`config.mk`:
```
export PLATFORM = sky130hd
export DESIGN_NAME = alu_exec_unit
export DESIGN_NICKNAME = d
export VERILOG_FILES = /design/src/rtl/alu_exec_unit.sv
export SDC_FILE = /design/constraint.sdc
export NUM_CORES = 1
export LEC_CHECK = 0
export BUFFER_PORTS_ARGS = -buffer_cell sky130_fd_sc_hd__buf_2
export CORE_UTILIZATION = 40
export CTS_BUF_LIST = sky130_fd_sc_hd__clkbuf_16
export DETAILED_ROUTE_END_ITERATION = 10
export HOLD_SLACK_MARGIN = 0.05
export PLACE_DENSITY_LB_ADDON = 0.12
export SLEW_MARGIN = 0
export SYNTH_ARGS = -nofsm -noshare
export SYNTH_HDL_FRONTEND = slang
export SYNTH_SLANG_ARGS = --single-unit
```
`constraint.sdc`:
```
create_clock -name clk_i -period 3.1 [get_ports clk_i]
set_input_delay 0.62 -clock clk_i [delete_from_list [all_inputs] [get_ports clk_i]]
set_output_delay 0.62 -clock clk_i [all_outputs]
set_load 0.01 [all_outputs]
```
`src/rtl/alu_exec_unit.sv`:
```
// rtl/alu_exec_unit.sv - registered ALU execute stage with valid/ready accept and done pulse
// Optional iterative unsigned multiply (HI/LO) enabled by defining ALU_EXEC_MULT_EN.
module alu_exec_unit #(
  parameter int DATA_W = 32
) (
  input  logic              clk_i,
  input  logic              rst_i,
  input  logic              valid_i,
  output logic              ready_o,
  input  logic [3:0]        ALUCtrl_i,
  input  logic [DATA_W-1:0] src1_i,
  input  logic [DATA_W-1:0] src2_i,
  output logic [DATA_W-1:0] result_o,
  output logic              zero_o,
  output logic              overflow_o,
  output logic              done_o,
  output logic [DATA_W-1:0] hi_o,
  output logic [DATA_W-1:0] lo_o
);

  localparam int MSB = DATA_W - 1;

  localparam logic [3:0] OP_AND   = 4'b0000;
  localparam logic [3:0] OP_OR    = 4'b0001;
  localparam logic [3:0] OP_ADD   = 4'b0010;
  localparam logic [3:0] OP_SUB   = 4'b0110;
  localparam logic [3:0] OP_SLT   = 4'b0111;
  localparam logic [3:0] OP_NOR   = 4'b1100;
  localparam logic [3:0] OP_MULTU = 4'b1000;

  typedef enum logic [1:0] {IDLE, MUL, DONE} state_t;
  state_t state;

  logic [DATA_W-1:0] sum;
  logic [DATA_W-1:0] diff;
  logic              add_ovf;
  logic              sub_ovf;
  logic [DATA_W-1:0] alu_res;
  logic              alu_ovf;
  logic              is_mul;

  assign sum  = src1_i + src2_i;
  assign diff = src1_i - src2_i;

  // Subtraction overflows when A and ~B share a sign, i.e. A and B differ in sign.
  assign add_ovf = (src1_i[MSB] == src2_i[MSB]) && (sum[MSB]  != src1_i[MSB]);
  assign sub_ovf = (src1_i[MSB] != src2_i[MSB]) && (diff[MSB] != src1_i[MSB]);

  always_comb begin
    alu_res = '0;
    alu_ovf = 1'b0;
    case (ALUCtrl_i)
      OP_AND: alu_res = src1_i & src2_i;
      OP_OR:  alu_res = src1_i | src2_i;
      OP_ADD: begin
        alu_res = sum;
        alu_ovf = add_ovf;
      end
      OP_SUB: begin
        alu_res = diff;
        alu_ovf = sub_ovf;
      end
      OP_SLT: alu_res = {{(DATA_W-1){1'b0}}, diff[MSB] ^ sub_ovf};
      OP_NOR: alu_res = ~(src1_i | src2_i);
      default: begin
        alu_res = '0;
        alu_ovf = 1'b0;
      end
    endcase
  end

`ifdef ALU_EXEC_MULT_EN
  localparam int CNT_W = (DATA_W > 1) ? $clog2(DATA_W) : 1;

  logic [DATA_W-1:0]   mcand;
  logic [2*DATA_W-1:0] prod;
  logic [2*DATA_W-1:0] prod_next;
  logic [DATA_W:0]     upper_sum;
  logic [CNT_W-1:0]    cnt;

  // Product register starts as {0, multiplier}; each step adds into the top half and shifts right.
  assign upper_sum = {1'b0, prod[2*DATA_W-1:DATA_W]} + {1'b0, (prod[0] ? mcand : {DATA_W{1'b0}})};
  assign prod_next = {upper_sum, prod[DATA_W-1:1]};
  assign is_mul    = (ALUCtrl_i == OP_MULTU);
`else
  assign is_mul = 1'b0;
  assign hi_o   = '0;
  assign lo_o   = '0;
`endif

  always_ff @(posedge clk_i or negedge rst_i) begin
    if (!rst_i) begin
      state      <= IDLE;
      ready_o    <= 1'b1;
      done_o     <= 1'b0;
      result_o   <= '0;
      zero_o     <= 1'b1;
      overflow_o <= 1'b0;
`ifdef ALU_EXEC_MULT_EN
      hi_o       <= '0;
      lo_o       <= '0;
      mcand      <= '0;
      prod       <= '0;
      cnt        <= '0;
`endif
    end else begin
      done_o <= 1'b0;
      case (state)
        IDLE: begin
          if (valid_i) begin
            ready_o <= 1'b0;
            if (is_mul) begin
`ifdef ALU_EXEC_MULT_EN
              mcand <= src1_i;
              prod  <= {{DATA_W{1'b0}}, src2_i};
              cnt   <= '0;
`endif
              state <= MUL;
            end else begin
              result_o   <= alu_res;
              zero_o     <= (alu_res == '0);
              overflow_o <= alu_ovf;
              done_o     <= 1'b1;
              state      <= DONE;
            end
          end
        end
`ifdef ALU_EXEC_MULT_EN
        MUL: begin
          prod <= prod_next;
          cnt  <= cnt + 1'b1;
          if (cnt == CNT_W'(DATA_W - 1)) begin
            hi_o       <= prod_next[2*DATA_W-1:DATA_W];
            lo_o       <= prod_next[DATA_W-1:0];
            result_o   <= prod_next[DATA_W-1:0];
            zero_o     <= (prod_next[DATA_W-1:0] == '0);
            overflow_o <= 1'b0;
            done_o     <= 1'b1;
            state      <= DONE;
          end
        end
`endif
        DONE: begin
          state   <= IDLE;
          ready_o <= 1'b1;
        end
        default: begin
          state   <= IDLE;
          ready_o <= 1'b1;
        end
      endcase
    end
  end

endmodule

```
## Word-level counts from Yosys, hierarchy flattened

Cells that the tools add are included.

- Add/subtract/negate cells: 2
- Equality and inequality tests: 10
- Muxes and demuxes: 8
- Bitwise gates (word level): 4
- Reduce and logical (&&, ||, !) cells: 6

Operators by type and width:

| cell | count |
|---|---|
| $pmux 32 s6 | 1 |
| $add 32x32->32 | 1 |
| $and 32x32->32 | 1 |
| $logic_not 32->1 | 1 |
| $not 32->32 | 1 |
| $or 32x32->32 | 1 |
| $sub 32x32->32 | 1 |
| $eq 4x3->1 const B | 2 |
| $eq 4x1->1 const B | 1 |
| $eq 4x2->1 const B | 1 |
| $eq 4x4->1 const B | 1 |
| $logic_not 4->1 | 1 |
| $mux 1 | 4 |
| $mux 2 | 2 |
| $ne 1x1->1 | 3 |
| $logic_and 1x1->1 | 2 |
| $logic_not 2->1 | 1 |
| $ne 2x2->1 const B | 1 |
| $pmux 1 s2 | 1 |
| $reduce_and 2->1 | 1 |
| $eq 1x1->1 | 1 |
| $xor 1x1->1 | 1 |

- Bits in registers: 38
- Bits of input ports: 71
- Output and inout port bits: 100

## Depth between registers and ports, before layout

Gate-level depths: netlist (run 1).

- Word-level depth: 6
- Mapped depth: 23

## Worst setup path after synthesis (run 1)

Ideal clock, no wire load.

- Path kind: in2reg
- Start point: in src1_i[1]
- End point: reg zero_o
- Library setup time: 0.091 ns
- Arrival time: 4.499 ns
- Slack: -1.490 ns
- Stages: 22
- Cell sequence: inv_1 ha_1 o21bai_1 o211ai_1 a211oi_2 a21oi_4 o21ai_0 a221oi_1 o21bai_1 a21oi_1 fa_1 nand4b_1 a21oi_1 a211oi_1 nand3_1 nor4_1 o2111ai_1 nor4_2 nand4_1 nor4_1 nand4_1 o31ai_1

- Word-level cells in the longest chain between the ends: 6

Ends and longest elaborated chain:

| what | RTL line | source |
|---|---|---|
| start, declared | 11 | `input logic [DATA_W-1:0] src1_i,` |
| $sub 32x32->32 | 43 | `assign diff = src1_i - src2_i;` |
| $ne 1x1->1 | 47 | `assign sub_ovf = (src1_i[MSB] != src2_i[MSB]) && (diff[MSB] != src1_i[MSB]);` |
| $logic_and 1x1->1 | 47 |  |
| $xor 1x1->1 | 63 | `OP_SLT: alu_res = {{(DATA_W-1){1'b0}}, diff[MSB] ^ sub_ovf};` |
| $pmux 32 s6 (*) | 52 | `case (ALUCtrl_i)` |
| $logic_not 32->1 (*) | 121 | `zero_o <= (alu_res == '0);` |
| end signal, assigned | 121 |  |
| end, declared | 14 | `output logic zero_o,` |

Mark *: on every way between the ends. The rest lies on a longest branch, timed or not.
A chain may end at the register's enable or synchronous reset.

## Final worst setup path (run 1)

- Start point: in src2_i[1]
- End point: reg zero_o

- Word-level cells in the longest chain between the ends: 6

Ends and longest elaborated chain:

| what | RTL line | source |
|---|---|---|
| start, declared | 12 | `input logic [DATA_W-1:0] src2_i,` |
| $sub 32x32->32 | 43 |  |
| $ne 1x1->1 | 47 |  |
| $logic_and 1x1->1 | 47 |  |
| $xor 1x1->1 | 63 |  |
| $pmux 32 s6 (*) | 52 |  |
| $logic_not 32->1 (*) | 121 |  |

Marks and branches as above.

==> implementation parameters, run 1 <==
Parameter                              Value

Detailed routing
  Post-route ant nets    0
  DRC violation total after the first TritonRoute iteration    around 870
  Count of unresolved DRC violations after routing    0
  Final wirelength    between 30 and 40 mm
  Detailed-router iteration count before antenna repair    6
  Routed length per instance    about 18 um
  Via-to-Cell Ratio    roughly 5.5
  Total via count after detailed routing    a little over 10,000

Die
  I/O pin total    between 150 and 200
  Total Die Area    ~0.021 sq mm
  Standard-cell row count    51
  DIE HEIGHT    ~140 um
  Starting density of the core    between 40% and 50%
  Die extent in x    144 um
  Core Region    approximately 0.020 sq mm

Synth
  Dominant register cell in the synthesized netlist    dfrtp_1
  Netlist area before placement    0.00811 sq mm
  Post-synthesis instance total    between 1,000 and 1,500
  Cell variety after synth    approximately 110
  Async set-or-reset flop fraction in the synthesized netlist    100%
  Sequential fraction of the synthesis area    11.5%
  EDFF count, synth    0
  Synthesized area divided by synthesized cell count    between 7 and 8 sq um
  Number of warnings issued by yosys    0
  Yosys reg bits    37

Power
  Internal Dissipation    around 2.1 mW
  Switching power of the nets    approximately 1.5 mW
  Sequential power share    16.5%
  Pleak    6.20 nW
  Gate power share    67.8%
  Power share of the clock group    approximately 16%
  Peak supply drop    about 210 uV
  Total power per unit cell area    approximately 270 mW/mm^2
  Fraction of power spent switching nets    41.3%

Finish
  Area growth from synthesis to layout    61.3%
  Antenna diode instance count    0
  Final cell utilization of the core    between 60% and 70%
  Nets    approximately 1,700
  Share of final-layout standard cells stronger than drive strength 1    between 40 and 50%

STA
  Setup Total Neg Slack    -3160 ps
  Tightest Pin Transition    slightly below 900 ps
  RSZ-0062 raised after global routing    yes
  Clock Skew    1.51 ps
  Max_slew headroom    roughly 41%
  Final count of pins violating max slew    0
  Fin crit share    138%
  Maximum clock frequency    0.233 GHz
  Hold violation count in the final report    0
  Setup violators final    11
  Final critical path time including I/O delays and setup    approximately 4300 ps
  Least setup slack across all paths after layout    -1190 ps
  Hold slack final    424 ps

Placement
  IO buf count    about 110
  Final GP Congestion    between 0.9 and 1
  Detailed Place HPWL    between 20 and 30 mm

Flow run
  Reported max-cap violation count    0

Clocking
  Clock buffers created by TritonCTS    5
  Maximum buffer depth of the clock tree    2
  Clock insertion delay at the later pin of the skew report    roughly 280 ps
  Clock transition time at the flip-flop clock pins of the worst setup and hold paths    roughly 50 ps
  Clock tree from TritonCTS    built
  Clock Sinks    37
  Depth of the CTS H-tree    2
  Clock tree root driver cell    clkbuf_16

Run status
  Failing checks    negative setup slack
  Outcome    complete, but fails checks

Worst setup path
  Reg2reg end    zero_o$_DFFE_PN1P_
  Startpoint of the most critical register-to-register path    state[1]$_DFFE_PN0P_
  Worst endpoint required time    approximately 3300 ps
  Largest fanout on the critical path    2
  Crit path to    zero_o$_DFFE_PN1P_
  Data arrival at the endpoint of the critical path    around 4500 ps
  Critical path startpoint    src2_i[1]
  Path depth of the worst reg2reg path    12
  Type of origin of the critical path    input port
  Setup slack of the worst register-to-register path    about 530 ps
  Critical path class    in2reg
  Sort of element at the end of the critical path    flop

GRT
  Number of antenna violations at the first check in global routing    0
  GR Layer Usage met1    around 42%
  Vias in the first global route    slightly above 9,000
  Pin count of the biggest net entering global routing    52
  Met2 routing resource usage after global routing    about half
  GRT met3 Usage    about 2.4%
  GRT Overall Usage    slightly above 30%
  Gr ovfl total    0
  Global-route wire length before repair    49.4 mm
  Most used routing layer in global routing    met2

Worst hold path
  Hold Crit Class    in2async
[state kept, by name (all words and copies together), names as in the netlist]
signal,flops
state,1
ready_o,1
result_o,32
overflow_o,1
zero_o,1
done_o,1
[power groups by stage]
stage	sequential (mW)	clock (mW)	combinational, mW
after floorplan	0.629	0	1.06
after global placement	0.598	0	2.02
after detailed placement	0.599	0	2.03
after CTS	0.591	0.569	2.23
after global routing	0.600	0.587	2.60
final	0.590	0.559	2.42
[layout make-up]
cell class / instances / area (sq um)
Multi-Input combinational cell: 894 / 7220
Fill cell: 1790 / 6580
Timing Repair Buffer: 530 / 4020
Sequential cell: 37 / 928
Inverter: 101 / 403
Tap cell: 265 / 332
Clock buffer: 5 / 125
Clock inverter: 3 / 41.3
[metal layers]
layer  up-vias  share of wire (%)
met3        58                6.3
met4         0                2.3
met2       424                 46
met5         -                  0
li1       4830                  -
met1      4749                 46
[how the worst min path moves through the flow]
stage,start,endpoint,slack (ps),cells past startpoint
2_1_floorplan,rst_i,done_o$_DFF_PN0_,320,0
5_1_grt,state[1]$_DFFE_PN0P_,ready_o$_DFFE_PN1P_,470,1
3_3_place_gp,state[1]$_DFFE_PN0P_,ready_o$_DFFE_PN1P_,430,1
4_1_cts,rst_i,result_o[22]$_DFFE_PN0P_,450,1
6_report,rst_i,result_o[22]$_DFFE_PN0P_,420,1
3_5_place_dp,state[1]$_DFFE_PN0P_,ready_o$_DFFE_PN1P_,440,1
[critical path: stages]
cell,delay (ps)
buf_6,80
clkinvlp_4,100
ha_4,250
o21bai_2,150
o211ai_1,150
a211oi_2,360
a21oi_4,120
o21ai_4,190
a221oi_2,90
o21bai_1,190
a21oi_2,90
fa_2,330
nand4b_1,100
a21oi_2,60
a211oi_2,180
nand3_1,140
nor4_2,160
o2111ai_1,160
nor4_2,170
nand4_1,150
nor4_2,290
nand4_1,120
o31ai_1,210
[synth_stat cells (10+ instances only)]
cell      instances  share of area, %
a211oi_1         20               1.9
a21o_1           19               1.8
a21oi_1          72               4.4
a22oi_1          28               2.6
buf_2            27               1.7
buf_4            69               6.4
clkbuf_1         28               1.3
dfrtp_1          35                11
ha_1            102                16
inv_1            96               4.4
nand2_1         107               5.0
nand2b_1         15               1.2
nand3_1          28               1.7
nor2_1           62               2.9
nor2b_1          11              0.85
nor3_1           30               1.9
nor4_1           11              0.85
o211ai_1         11               1.0
o21ai_0          56               3.5
o221ai_1         11               1.2
o22ai_1          16               1.2
o31ai_1          12               1.1
xnor2_1          10               1.1
[metrics by stage]
stage	std cells	worst slack [ps]	power, mW	cell area [sq um]
global route	1835	-1480	3.78	13100
floorplan	1162	-1190	1.69	8470
finish	1835	-1190	3.57	13100
global placement	1789	-1560	2.61	11500
detailed placement	1789	-1770	2.63	11500
CTS	1812	-1230	3.39	12500
[timing repair]
item                                    in CTS  in global routing
hold buffers                                 0                  0
endpoints found under the setup margin      18                 18
buffers inserted                            18                 28
resized for setup                          139                 92
cloned                                       0                  0
pin swaps                                   52                 46
[cells in the final DEF (no fill, tap or decap), types with 42 or more instances in the layout]
cell	synthesis	routed
a21oi_1	72	60
buf_2	27	93
buf_4	69	384
buf_6	3	42
conb_1	1	64
ha_1	102	77
inv_1	96	79
nand2_1	107	104
nor2_1	62	56
o21ai_0	56	44
[logic make-up after synthesis]
logic type	share of synthesized area, %
xor gates and xnor gates	1.19
and+or+nand+nor	20.4
other	0.0463
AOI/OAI and AO/OA	34.8
buffers and inverters	14.6
muxes	1.05
DFF	11.5
adders and majority gates	16.5
(Power assumes the default switching activity.)
==> run 2: changes to the inputs <==
--- a/config.mk
+++ b/config.mk
@@ -6,11 +6,12 @@
 export NUM_CORES = 1
 export LEC_CHECK = 0
 export BUFFER_PORTS_ARGS = -buffer_cell sky130_fd_sc_hd__buf_2
-export CORE_UTILIZATION = 40
+export CORE_UTILIZATION = 35
 export CTS_BUF_LIST = sky130_fd_sc_hd__clkbuf_16
 export DETAILED_ROUTE_END_ITERATION = 10
 export HOLD_SLACK_MARGIN = 0.05
 export PLACE_DENSITY_LB_ADDON = 0.12
+export SKIP_LAST_GASP = 1
 export SLEW_MARGIN = 0
 export SYNTH_ARGS = -nofsm -noshare
 export SYNTH_HDL_FRONTEND = slang
==> implementation parameters, run 2 (same netlist as run 1, synthesis figures left out) <==
Parameter                              Value

Run status
  Outcome    complete, but fails checks
  Failing checks    negative setup slack

Placement
  IO buf count    106 (unchanged)
  Post-Place Worst Slack    -1800 ps (-29.1 ps)
  Placed instance count    1,807 (+1.0%)
  Detailed Place HPWL    26.8 mm (+2.9%)
  Final GP Congestion    0.946 (-2.9%)

Worst setup path
  Reg2reg end    zero_o$_DFFE_PN1P_
  Data arrival at the endpoint of the critical path    4580 ps (+100 ps)
  Sort of element at the end of the critical path    flop
  Critical Path, Cell by Cell    buf_2 > inv_1 > ha_4 > nor2b_2 > a2111oi_4 > a211oi_2 > a21oi_4 > o21ai_4 > a221oi_2 > o21bai_1 > a21oi_2 > fa_2 > nand4b_1 > a21oi_2 > a211oi_2 > nand3_1 > nor4_2 > o2111ai_1 > nor4_2 > nand4_1 > nor4_1 > nand4_1 > o31ai_1
  Startpoint of the most critical register-to-register path    state[1]$_DFFE_PN0P_
  Largest fanout on the critical path    3 (+1)
  Type of origin of the critical path    input port
  Path depth of the worst reg2reg path    12 (unchanged)
  Crit path to    zero_o$_DFFE_PN1P_
  Critical path class    in2reg
  Critical path startpoint    src2_i[6]
  Setup slack of the worst register-to-register path    470 ps (-60 ps)
  CP max stage delay    380 ps (+20 ps)
  Critical-path top delay cell    a211oi_2
  Worst endpoint required time    3290 ps (about the same)

STA
  Clock Skew    5.42 ps (+3.92 ps)
  Setup violators final    12 (+1)
  Setup Total Neg Slack    -3830 ps (-664 ps)
  Fin crit share    142% (+3.2 points)
  Final critical path time including I/O delays and setup    4390 ps (+98.2 ps)
  Hold slack final    444 ps (+20.7 ps)
  Hold violation count in the final report    0 (unchanged)
  Final count of pins violating max slew    0 (unchanged)
  Max_slew headroom    44.1% (+3.2 points)
  Tightest Pin Transition    838 ps (-40.2 ps)
  Maximum clock frequency    0.228 GHz (-2.2%)
  RSZ-0062 raised after global routing    yes
  Least setup slack across all paths after layout    -1290 ps (-98.1 ps)

Finish
  Final non-filler cell total    1,856 (+1.1%)
  Final cell utilization of the core    57.3% (-9.2 points)
  Most used cells in the layout excluding fill and tap cells    391 x buf_4, 105 x nand2_1, 98 x buf_2
  Most common library cell in the layout ignoring fill and taps    buf_4
  Number of flip-flops in the largest register    32 (unchanged)
  Antenna diode instance count    0 (unchanged)
  Share of final-layout standard cells stronger than drive strength 1    45.7% (-0.60 points)
  Area growth from synthesis to layout    60.0%
  Register bank with the most flops    result_o
  Nets    1,746 (+0.057%)

Die
  Standard-cell row count    55 (+7.8%)
  Total Die Area    0.0238 sq mm (+14%)
  Core Region    0.0226 sq mm (+15%)
  I/O pin total    171 (unchanged)
  Starting density of the core    35.8% (-5.4 points)
  Die extent in x    154 um (+6.8%)
  DIE HEIGHT    154 um (+6.8%)

Clocking
  Total of hold buffers inserted after clock tree synthesis    0 (unchanged)
  Depth of the CTS H-tree    2 (unchanged)
  Clock transition time at the flip-flop clock pins of the worst setup and hold paths    50 ps (about the same)
  Clock insertion delay at the later pin of the skew report    280 ps (about the same)
  Maximum buffer depth of the clock tree    2 (unchanged)
  Clock tree root driver cell    clkbuf_16
  Clock tree from TritonCTS    built
  Clock buffers created by TritonCTS    5 (unchanged)
  Clock Sinks    37 (unchanged)

GRT
  Global-route wire length before repair    51.0 mm (+3.3%)
  GRT Overall Usage    27.0% (-3.5 points)
  Pin count of the biggest net entering global routing    52 (unchanged)
  Number of antenna violations at the first check in global routing    0 (unchanged)
  Vias in the first global route    9,251 (+0.94%)
  Gr ovfl total    0 (unchanged)

Detailed routing
  Routed length per instance    17.7 um (+0.87%)
  Detailed-router iteration count before antenna repair    5 (-1)
  Via-to-Cell Ratio    5.35 (-2.4%)
  DRC violation total after the first TritonRoute iteration    823 (-4.9%)
  Post-route ant nets    0 (unchanged)
  Count of unresolved DRC violations after routing    0 (unchanged)
  Final wirelength    32.9 mm (+2.0%)
  Total via count after detailed routing    9,929 (-1.3%)

Flow run
  Reported max-cap violation count    0 (unchanged)

Power
  Pleak    6.17 nW (-0.42%)
  Peak supply drop    165 uV (-23%)
  Total power per unit cell area    266 mW/mm^2 (-2.5%)

Worst hold path
  Hold Crit Class    in2async
==> run 2: cell count changes in the layout (fill, tap and decap cells not counted), moves of 2 or more <==
| cell | delta |
|---|---|
| ha_2 | -7 |
| buf_4 | +7 |
| a211oi_4 | -2 |
| ha_1 | +3 |
| o21ai_2 | +2 |
| inv_1 | +2 |
| ha_4 | +4 |
| buf_2 | +5 |
| buf_12 | -2 |
| a211oi_1 | +2 |
| buf_6 | -9 |
| o21bai_2 | -3 |
| o21bai_1 | +2 |
==> run 2: worst max-delay path, delay by kind of cell <==
family	cells	cell delay (ps)
compound gates	11	1780
buf+inv	2	210
fa+ha+maj	2	540
simple gates	8	1410
==> run 2: timing repair <==
item	CTS	global route
cloned	0	0
endpoints found under the hold margin	0	0
buffers inserted	25	20
setup endpoints to repair	17	19
pin swaps	54	49
gates resized for setup	135	69
==> run 2: cell type report <==
| cell class | instances | area, sq um |
|---|---|---|
| flip-flops and latches | 37 | 928 |
| inverters | 101 | 400 |
| clock inverters | 3 | 11.3 |
| repair buffers | 531 | 3960 |
| clock buffers | 5 | 125 |
| well taps | 285 | 357 |
| fillers | 2190 | 9670 |
| multi-input cells | 894 | 7190 |
==> run 2: worst min-delay path by stage <==
stage | start | endpoint | cells past startpoint
finish | rst_i | result_o[26]$_DFFE_PN0P_ | 1
global route | result_o[4]$_DFFE_PN0P_ | result_o[4]$_DFFE_PN0P_ | 2
CTS | state[1]$_DFFE_PN0P_ | ready_o$_DFFE_PN1P_ | 1
detailed placement | state[1]$_DFFE_PN0P_ | ready_o$_DFFE_PN1P_ | 1
global placement | state[1]$_DFFE_PN0P_ | ready_o$_DFFE_PN1P_ | 1
floorplan | rst_i | done_o$_DFF_PN0_ | 0
==> run 2: metal layers <==
layer	GRT usage (%)	vias to the layer above	wire length, um
met4	6.86	0	767
met1	37.5	4700	15300
met5	0	-	0
li1	-	4818	-
met2	45.3	358	15300
met3	1.88	53	1620
==> run 2: report_power, final <==
part | total [mW] | internal, mW | switching, mW
logic | 2.38 | 1.14 | 1.24
clock network | 0.472 | 0.289 | 0.183
registers | 0.594 | 0.554 | 0.0400
total | 3.45 | 1.98 | 1.46
==> run 2: metrics by stage <==
step	power, mW	area (sq um)
final	3.45	13000
after global routing	3.67	13000
after CTS	3.31	12500
after detailed placement	2.63	11500
after global placement	2.62	11500
after floorplan	1.69	8470
==> run 3: changes to the inputs <==
==> constraint.sdc (replaced) <==
create_clock -name clk_i -period 4.5 [get_ports clk_i]
set_input_delay 0.9 -clock clk_i [delete_from_list [all_inputs] [get_ports clk_i]]
set_output_delay 0.9 -clock clk_i [all_outputs]
set_load 0.01 [all_outputs]
==> implementation parameters, run 3 (same netlist as run 1, synthesis figures left out) <==
Parameter                              Value

Run status
  Outcome    complete, but fails checks
  Failing checks    negative setup slack

Placement
  Post-Place Cell Area    0.00992 sq mm (-14%)
  Placed instance count    1,614 (-11%)
  IO buf count    106 (unchanged)
  Detailed Place HPWL    24.4 mm (-8.7%)
  Final GP Congestion    0.953 (+0.75%)
  Post-Place Worst Slack    -642 ps (+1160 ps)

STA
  RSZ-0062 raised after global routing    yes
  Clock Skew    3.63 ps (-1.80 ps)
  Setup violators final    1 (-11)
  Fin crit share    105%
  Final critical path time including I/O delays and setup    4730 ps
  Least setup slack across all paths after layout    -228 ps (+1060 ps)
  Max_slew headroom    45.9% (+1.8 points)
  Final count of pins violating max slew    0 (unchanged)
  Hold violation count in the final report    0 (unchanged)
  Hold slack final    465 ps (+21.0 ps)
  Setup Total Neg Slack    -228 ps (+3600 ps)
  Tightest Pin Transition    812 ps (-26.3 ps)
  Maximum clock frequency    approximately 0.21 GHz

Die
  Standard-cell row count    55 (unchanged)
  Total Die Area    0.0238 sq mm (unchanged)
  Starting density of the core    35.8% (unchanged)
  I/O pin total    171 (unchanged)
  Core Region    0.0226 sq mm (unchanged)
  Die extent in x    154 um (unchanged)
  DIE HEIGHT    154 um (unchanged)

Power
  Total power of the final layout    2.10 mW (-39%)
  Pleak    4.93 nW (-20%)
  Total power per unit cell area    203 mW/mm^2 (-23%)
  Power share of the clock group    22.0% (+8.3 points)
  Internal Dissipation    1.21 mW (-39%)
  Peak supply drop    160 uV (-2.6%)
  Gate power share    58.5% (-11 points)
  Sequential power share    19.5% (+2.3 points)
  Fraction of power spent switching nets    42.5% (+0.079 points)
  Switching power of the nets    0.893 mW (-39%)

Clocking
  Clock tree root driver cell    clkbuf_16
  Clock Sinks    37 (unchanged)
  Clock transition time at the flip-flop clock pins of the worst setup and hold paths    60 ps (about the same)
  Clock buffers created by TritonCTS    5 (unchanged)
  Depth of the CTS H-tree    2 (unchanged)
  Clock insertion delay at the later pin of the skew report    280 ps (about the same)
  Maximum buffer depth of the clock tree    2 (unchanged)
  Clock tree from TritonCTS    built
  Total of hold buffers inserted after clock tree synthesis    0 (unchanged)

Worst setup path
  Sort of element at the end of the critical path    flop
  Critical path class    in2reg
  Data arrival at the endpoint of the critical path    4930 ps (+350 ps)
  Type of origin of the critical path    input port
  Worst endpoint required time    4700 ps (+1410 ps)
  Largest fanout on the critical path    2 (-1)

Detailed routing
  Post-route ant nets    0 (unchanged)
  Detailed-router iteration count before antenna repair    7 (+2)
  Via-to-Cell Ratio    5.54 (+3.6%)
  Routed length per instance    18.4 um (+3.8%)
  Count of unresolved DRC violations after routing    0 (unchanged)
  Final wirelength    30.0 mm (-8.9%)
  DRC violation total after the first TritonRoute iteration    679 (-17%)
  Total via count after detailed routing    9,019 (-9.2%)

Finish
  Register bank with the most flops    result_o
  Number of flip-flops in the largest register    32 (unchanged)
  Final instance area    0.0103 sq mm (-20%)
  Area growth from synthesis to layout    27.3%
  Most used cells in the layout excluding fill and tap cells    195 x buf_4, 107 x nand2_1, 104 x buf_2
  Antenna diode instance count    0 (unchanged)
  Share of final-layout standard cells stronger than drive strength 1    30.1% (-16 points)
  Nets    1,518 (-13%)
  Final cell utilization of the core    45.6% (-12 points)
  Final non-filler cell total    1,628 (-12%)
  Most common library cell in the layout ignoring fill and taps    buf_4

GRT
  Pin count of the biggest net entering global routing    52 (unchanged)
  Global-route wire length before repair    46.9 mm (-8.0%)
  Vias in the first global route    8,411 (-9.1%)
  Gr ovfl total    0 (unchanged)
  Number of antenna violations at the first check in global routing    0 (unchanged)
  GRT Overall Usage    24.9% (-2.1 points)

Worst hold path
  Hold Crit Class    reg2reg

Flow run
  Reported max-cap violation count    0 (unchanged)
[run 3: cell types whose count changed in the layout (fill, tap and decap cells not counted), moves of 10 or more]
| cell | delta |
|---|---|
| a21oi_1 | +11 |
| buf_4 | -196 |
| buf_6 | -31 |
| ha_1 | +18 |
| ha_4 | -18 |
| inv_1 | +13 |
| inv_2 | -10 |
| o21ai_0 | +10 |
[run 3: final timing paths]
path	endpoint	depth (start not counted)	start	slack, ps
setup / recovery	zero_o$_DFFE_PN1P_	23	src1_i[1]	-230
hold / removal	ready_o$_DFFE_PN1P_	1	state[1]$_DFFE_PN0P_	470
setup reg to reg	zero_o$_DFFE_PN1P_	12	state[1]$_DFFE_PN0P_	1560
hold reg to reg	ready_o$_DFFE_PN1P_	1	state[1]$_DFFE_PN0P_	470
max in group asynchronous	result_o[7]$_DFFE_PN0P_	1	rst_i	3280
min in group asynchronous	result_o[18]$_DFFE_PN0P_	1	rst_i	710
[run 3: metal layers]
| metal | global-route usage [%] | wire, um | up-vias |
|---|---|---|---|
| li1 | - | - | 4364 |
| met1 | 35.2 | 14400 | 4248 |
| met2 | 41.3 | 13600 | 365 |
| met3 | 1.85 | 1580 | 42 |
| met4 | 5.00 | 478 | 0 |
| met5 | 0 | 0 | - |
[run 3: critical path, cell delays in order]
cell,delay (ps)
buf_8,80
clkinvlp_4,100
ha_4,260
o21bai_4,140
o211ai_1,180
a211oi_4,370
a21oi_4,120
o21ai_4,200
a221oi_2,90
o21bai_1,160
a21oi_2,90
fa_2,340
nand4b_1,110
a21oi_2,70
a211oi_2,230
nand3_1,140
nor4_2,260
o2111ai_2,150
nor4_2,230
nand4_1,140
nor4_2,170
nand4_1,140
o31ai_2,240
[run 3: timing repair]
action | CTS | global route
setup endpoints to repair | 1 | 4
pin swaps | 3 | 18
resized for setup | 11 | 19
endpoints found under the hold margin | 0 | 0
buffers inserted | 0 | 6
[run 3: power by group through the flow]
stage,logic (mW),registers (mW),clock network (mW)
floorplan,0.712,0.433,0
global placement,1.18,0.414,0
detailed placement,1.18,0.416,0
CTS,1.20,0.410,0.465
global route,1.34,0.415,0.481
finish,1.23,0.410,0.462
[run 3: area by class of cell]
class	count	area, sq um
fill	2343	12300
clock inverter	3	68.8
tap	285	357
inverter	101	387
timing repair buffer	303	2040
sequential	37	928
multi-input combinational	894	6410
clock buffer	5	125
